--- src/rtl/instr_fetch_unit_pkg.sv ---
// Shared definitions for the instruction fetch unit: opcodes, IR field layout,
// FSM state encoding and small IR decode helpers.
package instr_fetch_unit_pkg;

  localparam logic [5:0] OPC_RTYPE = 6'd0;
  localparam logic [5:0] OPC_J     = 6'd2;
  localparam logic [5:0] OPC_BEQ   = 6'd4;
  localparam logic [5:0] OPC_ADDI  = 6'd8;
  localparam logic [5:0] OPC_LW    = 6'd35;
  localparam logic [5:0] OPC_SW    = 6'd43;
  localparam logic [5:0] OPC_HALT  = 6'd63;

  localparam int IR_OP_MSB   = 31;
  localparam int IR_OP_LSB   = 26;
  localparam int IR_RS_MSB   = 25;
  localparam int IR_RS_LSB   = 21;
  localparam int IR_RT_MSB   = 20;
  localparam int IR_RT_LSB   = 16;
  localparam int IR_IMM_MSB  = 15;
  localparam int IR_IMM_LSB  = 0;
  localparam int IR_FUNC_MSB = 10;
  localparam int IR_FUNC_LSB = 0;

  localparam logic [2:0] ST_IDLE   = 3'd0;
  localparam logic [2:0] ST_FETCH  = 3'd1;
  localparam logic [2:0] ST_WAIT   = 3'd2;
  localparam logic [2:0] ST_ISSUE  = 3'd3;
  localparam logic [2:0] ST_HALTED = 3'd4;

  function automatic logic [5:0] ir_opcode(input logic [31:0] ir);
    return ir[IR_OP_MSB:IR_OP_LSB];
  endfunction

endpackage

--- src/rtl/instr_fetch_unit_pc_next_sel.sv ---
// Next-PC selection: register target beats branch target beats sequential step.
// Redirect targets are forced onto an instruction boundary.
import instr_fetch_unit_pkg::*;

module instr_fetch_unit_pc_next_sel #(
  parameter int          ADDR_W  = 32,
  parameter int unsigned PC_STEP = 4
) (
  input  logic [ADDR_W-1:0] i_pc,
  input  logic              i_reg_to_pc,
  input  logic [ADDR_W-1:0] i_reg_target,
  input  logic              i_branch_taken,
  input  logic [ADDR_W-1:0] i_branch_target,
  output logic [ADDR_W-1:0] o_pc_next
);

  // PC_STEP is a power of two, so clearing its low bits aligns a target.
  localparam logic [ADDR_W-1:0] ALIGN_MASK = ~(ADDR_W'(PC_STEP - 1));

  logic [ADDR_W-1:0] w_pc_seq;

  assign w_pc_seq = i_pc + ADDR_W'(PC_STEP);

  always_comb begin
    o_pc_next = w_pc_seq;
    if (i_reg_to_pc) begin
      o_pc_next = i_reg_target & ALIGN_MASK;
    end else if (i_branch_taken) begin
      o_pc_next = i_branch_target & ALIGN_MASK;
    end
  end

endmodule

--- src/rtl/instr_fetch_unit.sv ---
// Fetch stage: walks IDLE/FETCH/WAIT/ISSUE, captures the instruction word into IR,
// hands decoded fields downstream and picks the next PC when the word is accepted.
import instr_fetch_unit_pkg::*;

module instr_fetch_unit #(
  parameter int                ADDR_W      = 32,
  parameter int unsigned       PC_STEP     = 4,
  parameter logic [5:0]        HALT_OPCODE = OPC_HALT,
  parameter logic [ADDR_W-1:0] RESET_PC    = '0
) (
  input  logic              i_clk,
  input  logic              i_reset,
  output logic              o_imem_req,
  output logic [ADDR_W-1:0] o_imem_addr,
  input  logic              i_imem_ready,
  input  logic [31:0]       i_imem_rdata,
  output logic              o_instr_valid,
  input  logic              i_instr_ready,
  output logic [5:0]        o_op_code,
  output logic [10:0]       o_func_code,
  output logic [4:0]        o_rs,
  output logic [4:0]        o_rt,
  output logic [15:0]       o_imm,
  output logic [ADDR_W-1:0] o_pc_out,
  input  logic              i_branch_taken,
  input  logic [ADDR_W-1:0] i_branch_target,
  input  logic              i_reg_to_pc,
  input  logic [ADDR_W-1:0] i_reg_target,
  output logic              o_halted
);

  logic [2:0]        r_state;
  logic [ADDR_W-1:0] r_pc;
  logic [31:0]       r_ir;
  logic [ADDR_W-1:0] r_pc_out;
  logic [ADDR_W-1:0] w_pc_next;
  logic              w_accept;
  logic              w_is_halt;

  instr_fetch_unit_pc_next_sel #(
    .ADDR_W  (ADDR_W),
    .PC_STEP (PC_STEP)
  ) u_pc_next_sel (
    .i_pc            (r_pc),
    .i_reg_to_pc     (i_reg_to_pc),
    .i_reg_target    (i_reg_target),
    .i_branch_taken  (i_branch_taken),
    .i_branch_target (i_branch_target),
    .o_pc_next       (w_pc_next)
  );

  assign w_accept  = (r_state == ST_ISSUE) && i_instr_ready;
  assign w_is_halt = (ir_opcode(r_ir) == HALT_OPCODE);

  // imem_ready is only honoured in WAIT, so a response arriving after reset is dropped.
  always_ff @(posedge i_clk or posedge i_reset) begin
    if (i_reset) begin
      r_state  <= ST_IDLE;
      r_pc     <= RESET_PC;
      r_ir     <= '0;
      r_pc_out <= '0;
    end else begin
      case (r_state)
        ST_IDLE:  r_state <= ST_FETCH;
        ST_FETCH: r_state <= ST_WAIT;
        ST_WAIT: begin
          if (i_imem_ready) begin
            r_ir     <= i_imem_rdata;
            r_pc_out <= r_pc;
            r_state  <= ST_ISSUE;
          end
        end
        ST_ISSUE: begin
          if (w_accept) begin
            if (w_is_halt) begin
              r_state <= ST_HALTED;
            end else begin
              r_pc    <= w_pc_next;
              r_state <= ST_FETCH;
            end
          end
        end
        ST_HALTED: r_state <= ST_HALTED;
        default:   r_state <= ST_IDLE;
      endcase
    end
  end

  // Handshake outputs decode state only, keeping them free of input paths.
  assign o_imem_req    = (r_state == ST_FETCH) || (r_state == ST_WAIT);
  assign o_imem_addr   = r_pc;
  assign o_instr_valid = (r_state == ST_ISSUE);
  assign o_halted      = (r_state == ST_HALTED);

  assign o_op_code   = r_ir[IR_OP_MSB:IR_OP_LSB];
  assign o_func_code = r_ir[IR_FUNC_MSB:IR_FUNC_LSB];
  assign o_rs        = r_ir[IR_RS_MSB:IR_RS_LSB];
  assign o_rt        = r_ir[IR_RT_MSB:IR_RT_LSB];
  assign o_imm       = r_ir[IR_IMM_MSB:IR_IMM_LSB];
  assign o_pc_out    = r_pc_out;

endmodule

--- config.mk ---
export PLATFORM = sky130hd
export DESIGN_NAME = instr_fetch_unit
export DESIGN_NICKNAME = d
export VERILOG_FILES = /design/src/rtl/instr_fetch_unit_pkg.sv /design/src/rtl/instr_fetch_unit_pc_next_sel.sv /design/src/rtl/instr_fetch_unit.sv
export SDC_FILE = /design/constraint.sdc
export NUM_CORES = 1
export LEC_CHECK = 0
export ABC_AREA = 0
export BUFFER_PORTS_ARGS = -buffer_cell sky130_fd_sc_hd__clkbuf_2
export CAP_MARGIN = 5
export CORE_MARGIN = 10
export CORE_UTILIZATION = 48
export DETAILED_ROUTE_END_ITERATION = 12
export PLACE_DENSITY = 0.92
export SYNTH_ARGS = -nofsm -noshare
export SYNTH_HDL_FRONTEND = slang
export SYNTH_SLANG_ARGS = --single-unit
--- constraint.sdc ---
create_clock -name i_clk -period 4 [get_ports i_clk]
set_input_delay 0.8 -clock i_clk [delete_from_list [all_inputs] [get_ports i_clk]]
set_output_delay 0.8 -clock i_clk [all_outputs]
set_load 0.005 [all_outputs]
-- After elaboration in Yosys (flattened, before gate mapping)
Cells that the tools add are included.
- add/subtract/negate cells: 1
- eq/ne operators: 7
- muxes and demuxes: 6
- bitwise logic cells: 1
- reduce and logical (&&, ||, !) cells: 6
- operators by type and width (kind ; count):
    2-to-1 mux 32 bit ; 2
    adder 32 x 3 -> 32 bit (second input constant) ; 1
    one-hot mux 3 bit (5 select lines) ; 1
    2-to-1 mux 3 bit ; 3
    equality test 3 x 2 -> 1 bit (second input constant) ; 2
    equality test 6 bit (second input constant) ; 1
    AND reduction 2 bit ; 2
    equality test 3 x 1 -> 1 bit (second input constant) ; 1
    equality test 3 bit (second input constant) ; 1
    logical NOT 3 bit ; 1
    AND reduction 3 bit ; 1
    != test 2 x 1 -> 1 bit (second input constant) ; 1
    != test 2 bit (second input constant) ; 1
    logical AND 1 bit ; 1
    logical OR 1 bit ; 1
    inverter 1 bit ; 1
- register bits after elaboration: 99
- input bits: 102
- output and inout port bits: 110
- word-level logic and storage cells: 25

-- Longest topological paths before layout
- depth after elaboration: 4
- gate-level depth with buffers: 7
- gate-level depth less buffers: 6

-- By module
A second synthesis with hierarchy kept.
- cells, all modules: 409
- area total of the unflattened synthesis: 5139.9 um^2
- by module, submodules not included (module ; instances ; cells an instance ; area each (um^2) ; seq. area each (um^2)):
    instr_fetch_unit ; 1 ; 237 ; 4032.6 ; 2477.4
    instr_fetch_unit_pc_next_sel ; 1 ; 172 ; 1107.3 ; 0.0

-- Worst setup path before layout
OpenSTA, ideal clock, no wires.
- kind: input to register
- from: in i_imem_ready
- to: reg r_ir[15]
- library setup time: 0.125 ns
- data arrival time: 1.909 ns
- data required time: 3.875 ns
- slack: 1.967 ns
- cell stages on the path: 4
- path buffers: 1
- cells stage by stage: inv_1 -> nor4b_2 -> buf_2 -> mux2_2
- longest elaborated chain between the ends: 1
- ends and longest elaborated chain (item ; RTL line ; source):
    start, declared ; instr_fetch_unit.sv:15 ; input logic i_imem_ready,
    AND reduction 2 bit (no line) ; -- ;
    end signal, assigned ; instr_fetch_unit.sv:68 ; r_ir <= i_imem_rdata;
    end, declared ; instr_fetch_unit.sv:34 ; logic [31:0] r_ir;
No other way between the ends.
A chain may end at the register's enable or synchronous reset.

-- Final worst setup path
- from: in i_reg_to_pc
- to: reg r_pc[21], in the netlist o_imem_addr[21]
- longest elaborated chain between the ends: 1
- ends and longest elaborated chain (item ; RTL line ; source):
    start, declared ; instr_fetch_unit.sv:27 ; input logic i_reg_to_pc,
    2-to-1 mux 32 bit ; instr_fetch_unit_pc_next_sel.sv:26 ; if (i_reg_to_pc) begin
    end signal, assigned ; instr_fetch_unit.sv:78 ; r_pc <= w_pc_next;
    end, declared ; instr_fetch_unit.sv:33 ; logic [ADDR_W-1:0] r_pc;
No other way between the ends.

==> summary.json <==
{
  "synthesis": {
    "syn_std_cell_area_um2": 4900,
    "synthArstFlopShare": 1.00,
    "number_of_synthesized_register_bits": 95,
    "synth_edf_count": 0,
    "synth_simple_gate_area_frac": 0.134,
    "synth_adder_area_share": 0.00256,
    "synthDominantAreaCellType": "sky130_fd_sc_hd__dfrtp_1",
    "ys_dominant_reg_cell": "sky130_fd_sc_hd__dfrtp_1",
    "synth_top_area_frac": 0.486,
    "synth_top_family_by_area": "multiplexers",
    "postSynthCellCount": 453,
    "yosys.area_share.xor_xnor": 0.0268,
    "synth_commonest_cells": "sky130_fd_sc_hd__dfrtp_1, sky130_fd_sc_hd__mux2_2, sky130_fd_sc_hd__a21oi_1, sky130_fd_sc_hd__nand2_1, sky130_fd_sc_hd__nor2_1",
    "synthTopCellsByArea": "sky130_fd_sc_hd__dfrtp_1, sky130_fd_sc_hd__mux2_2, sky130_fd_sc_hd__a21oi_1",
    "synth_compound_area_frac": 0.141,
    "ys.warnings.count": 0,
    "synth_most_common_cell": "sky130_fd_sc_hd__dfrtp_1",
    "postSynthAreaPerCell_um2": 10.8,
    "sequential_fraction_of_the_synthesis_area": 0.486,
    "synth.mux.area_fraction": 0.156,
    "unique_cell_type_count_in_the_yosys_netlist": 52
  },
  "die": {
    "std_cell_rows": 36,
    "die-width_um": 121,
    "fp.coreArea_um2": 9860,
    "design.die.area_um2": 14600,
    "chipHeight_um": 121,
    "start_util": 0.496,
    "ios": 212
  },
  "setup_path": {
    "cp_data_arrival_time_ns": 2.85,
    "worstPathCellList": "clkbuf_2 -> buf_4 -> clkinv_1 -> nand2_1 -> o22ai_1 -> a41oi_1 -> o22a_1",
    "critical_path_required_ns": 4.31,
    "critical_path.slowest_cell": "sky130_fd_sc_hd__clkinv_1",
    "crit-reg2reg-launch": "o_imem_addr[2]",
    "endpoint_kind": "register",
    "timing.rr.end": "o_imem_addr[20]",
    "crit_path_max_fanout": 38,
    "critical-path-top-delay-family": "buffers and inverters",
    "reg2reg_slack_ns": 1.65,
    "timing.critical_path.from_type": "input pin",
    "reg2regPathDepth": 6,
    "critical_path_buf_inv_count": 3,
    "setup.worst_path.class": "in2reg",
    "cpPeakStageDelay_ns": 0.66
  },
  "power": {
    "power_per_cell_area_nw_per_um2": 718,
    "pwr-share-seq": 0.437,
    "netSwitchingFraction": 0.379,
    "share_clk_of_total_power": 0.159,
    "p_sw_mw": 1.67,
    "power.static_leakage_nw": 2.92,
    "total_power_mw": 4.40,
    "worst_case_vdd_ir_drop_mv": 0.332,
    "p_comb_frac": 0.405,
    "internal-power_mw": 2.73
  },
  "sta": {
    "timing_worst_slew_pin_value_ns": 1.05,
    "finalSetupViolations": 0,
    "count_of_endpoints_failing_hold_in_the_final_timing_report": 0,
    "finalMaxSlewViolations": 0,
    "final_critical_path_setup_slack_ns": 1.46,
    "maxClockFrequency_mhz": 394,
    "hold_slack_ns": 0.492,
    "slew-limit-headroom": 0.295,
    "setup_total_negative_slack_ns": 0,
    "final.setup_skew_ns": 0.00959,
    "setup_repair_after_global_routing_missed_its_margin": "false",
    "fin_crit_ns": 2.54,
    "period_share": 0.635
  },
  "hold_path": {
    "worstHoldEndpoint": "r_ir[16]",
    "holdCritStartpoint": "r_ir[16]",
    "hold_class": "reg2reg",
    "hold_depth": 1
  },
  "route": {
    "drtPass1Iterations": 6,
    "routed-via-count": 4374,
    "first_iter_violations": 270,
    "remaining_drc_errors": 0,
    "routed_wirelength_um": 14600,
    "antenna_left": 0,
    "wire_per_inst_um": 19.0,
    "vias_per_cell": 5.68
  },
  "clock_network": {
    "cts_num_sinks": 95,
    "clkSlewWorstSetupHoldPaths_ns": 0.10,
    "cts_setup_buffers": 0,
    "ctsHoldBuffers": 0,
    "tritoncts": "built",
    "clk_root_buffer_cell": "sky130_fd_sc_hd__clkbuf_8",
    "cts_max_level": 3,
    "clk_latency_ns": 0.37,
    "ctsLongestPathBuffers": 2,
    "cts-buffers-inserted": 9,
    "resized_gates_after_cts": 0
  },
  "cells_and_area": {
    "finalNetCount": 735,
    "final.fill_count": 816,
    "final_area_um2": 6130,
    "multiInputGateArea_um2": 2290,
    "finish.cell_count_without_fillers": 770,
    "total_inserted_antenna_cells": 0,
    "layout.area.seq_um2": 2380,
    "area_growth_from_synthesis_to_layout_pct": 25.2,
    "final_layout_size_suffix_gt1_frac": 0.460,
    "post-route-util": 0.622
  },
  "global_route": {
    "grt_use_total": 0.191,
    "grt_antenna_before_repair": 0,
    "globalRouteOverflowTotal": 0,
    "grt_start_max_net_pins": 71,
    "grt_pass1_wl_um": 22900,
    "first_global_vias": 4539
  },
  "outcome": {
    "status": "completed"
  },
  "placed_design": {
    "place_area_um2": 5920,
    "port_buffers": 203,
    "dp_worst_setup_slack_ns": 1.15,
    "placed_cells_incl_taps": 754,
    "routabilityCongestion": 0.900,
    "dp_hpwl_um": 11000
  },
  "run": {
    "drv_cap": 0
  }
}
[placed cells by master, fill, tap and decap left out, types with 8 or more instances in the layout]
master	n
sky130_fd_sc_hd__a21oi_1	42
sky130_fd_sc_hd__and3_1	9
sky130_fd_sc_hd__clkbuf_2	203
sky130_fd_sc_hd__clkbuf_8	9
sky130_fd_sc_hd__dfrtp_1	95
sky130_fd_sc_hd__mux2_2	57
sky130_fd_sc_hd__nand2_1	30
sky130_fd_sc_hd__nand3_1	17
sky130_fd_sc_hd__nor2_1	21
sky130_fd_sc_hd__o21ai_0	16
sky130_fd_sc_hd__xor2_1	8
[flip-flops by register name, indices dropped and copies added (netlist names)]
| signal | cells |
|---|---|
| r_state | 3 |
| o_imem_addr | 30 |
| o_pc_out | 30 |
| r_ir | 32 |
[layout make-up]
cell class              count  area share
flip-flops and latches     95       0.388
multi-input cells         311       0.374
repair buffers            208       0.172
well taps                 133      0.0271
clock buffers              10      0.0208
clock inverters             6      0.0139
inverters                   7     0.00469
[metal layers]
metal	part of all wire	global-route usage	wire length (um)
met1	0.37	0.213	5440
met2	0.51	0.330	7410
met3	0.095	0.0568	1390
met4	0.026	0.0852	382
met5	0	0	0
[worst max-delay path by stage]
stage / start / end / depth (start not counted)
floorplan: i_reset / o_imem_addr[10] / 1
global placement: i_reg_to_pc / o_imem_addr[18] / 7
detailed placement: i_reg_to_pc / o_imem_addr[21] / 7
CTS: i_reg_to_pc / o_imem_addr[21] / 7
global route: i_reg_to_pc / o_imem_addr[18] / 7
finish: i_reg_to_pc / o_imem_addr[21] / 7
[logic make-up (layout without fill, tap and decap cells)]
group	Yosys count	in the layout
xor gates and xnor gates	15	15
AOI/OAI and AO/OA	108	108
and+or+nand+nor	115	115
buffers and inverters	50	231
muxes	68	68
DFF	95	95
other	1	4
adders and majority gates	1	1
[power groups by stage]
stage | clock (mW) | combinational (mW) | sequential, mW
after CTS | 0.707 | 1.82 | 1.92
after floorplan | 0 | 1.05 | 1.86
after global placement | 0 | 1.74 | 1.89
final | 0.698 | 1.78 | 1.92
after detailed placement | 0 | 1.81 | 1.94
after global routing | 0.743 | 1.96 | 2.00
Note: power is estimated with default switching activity, not from simulation.
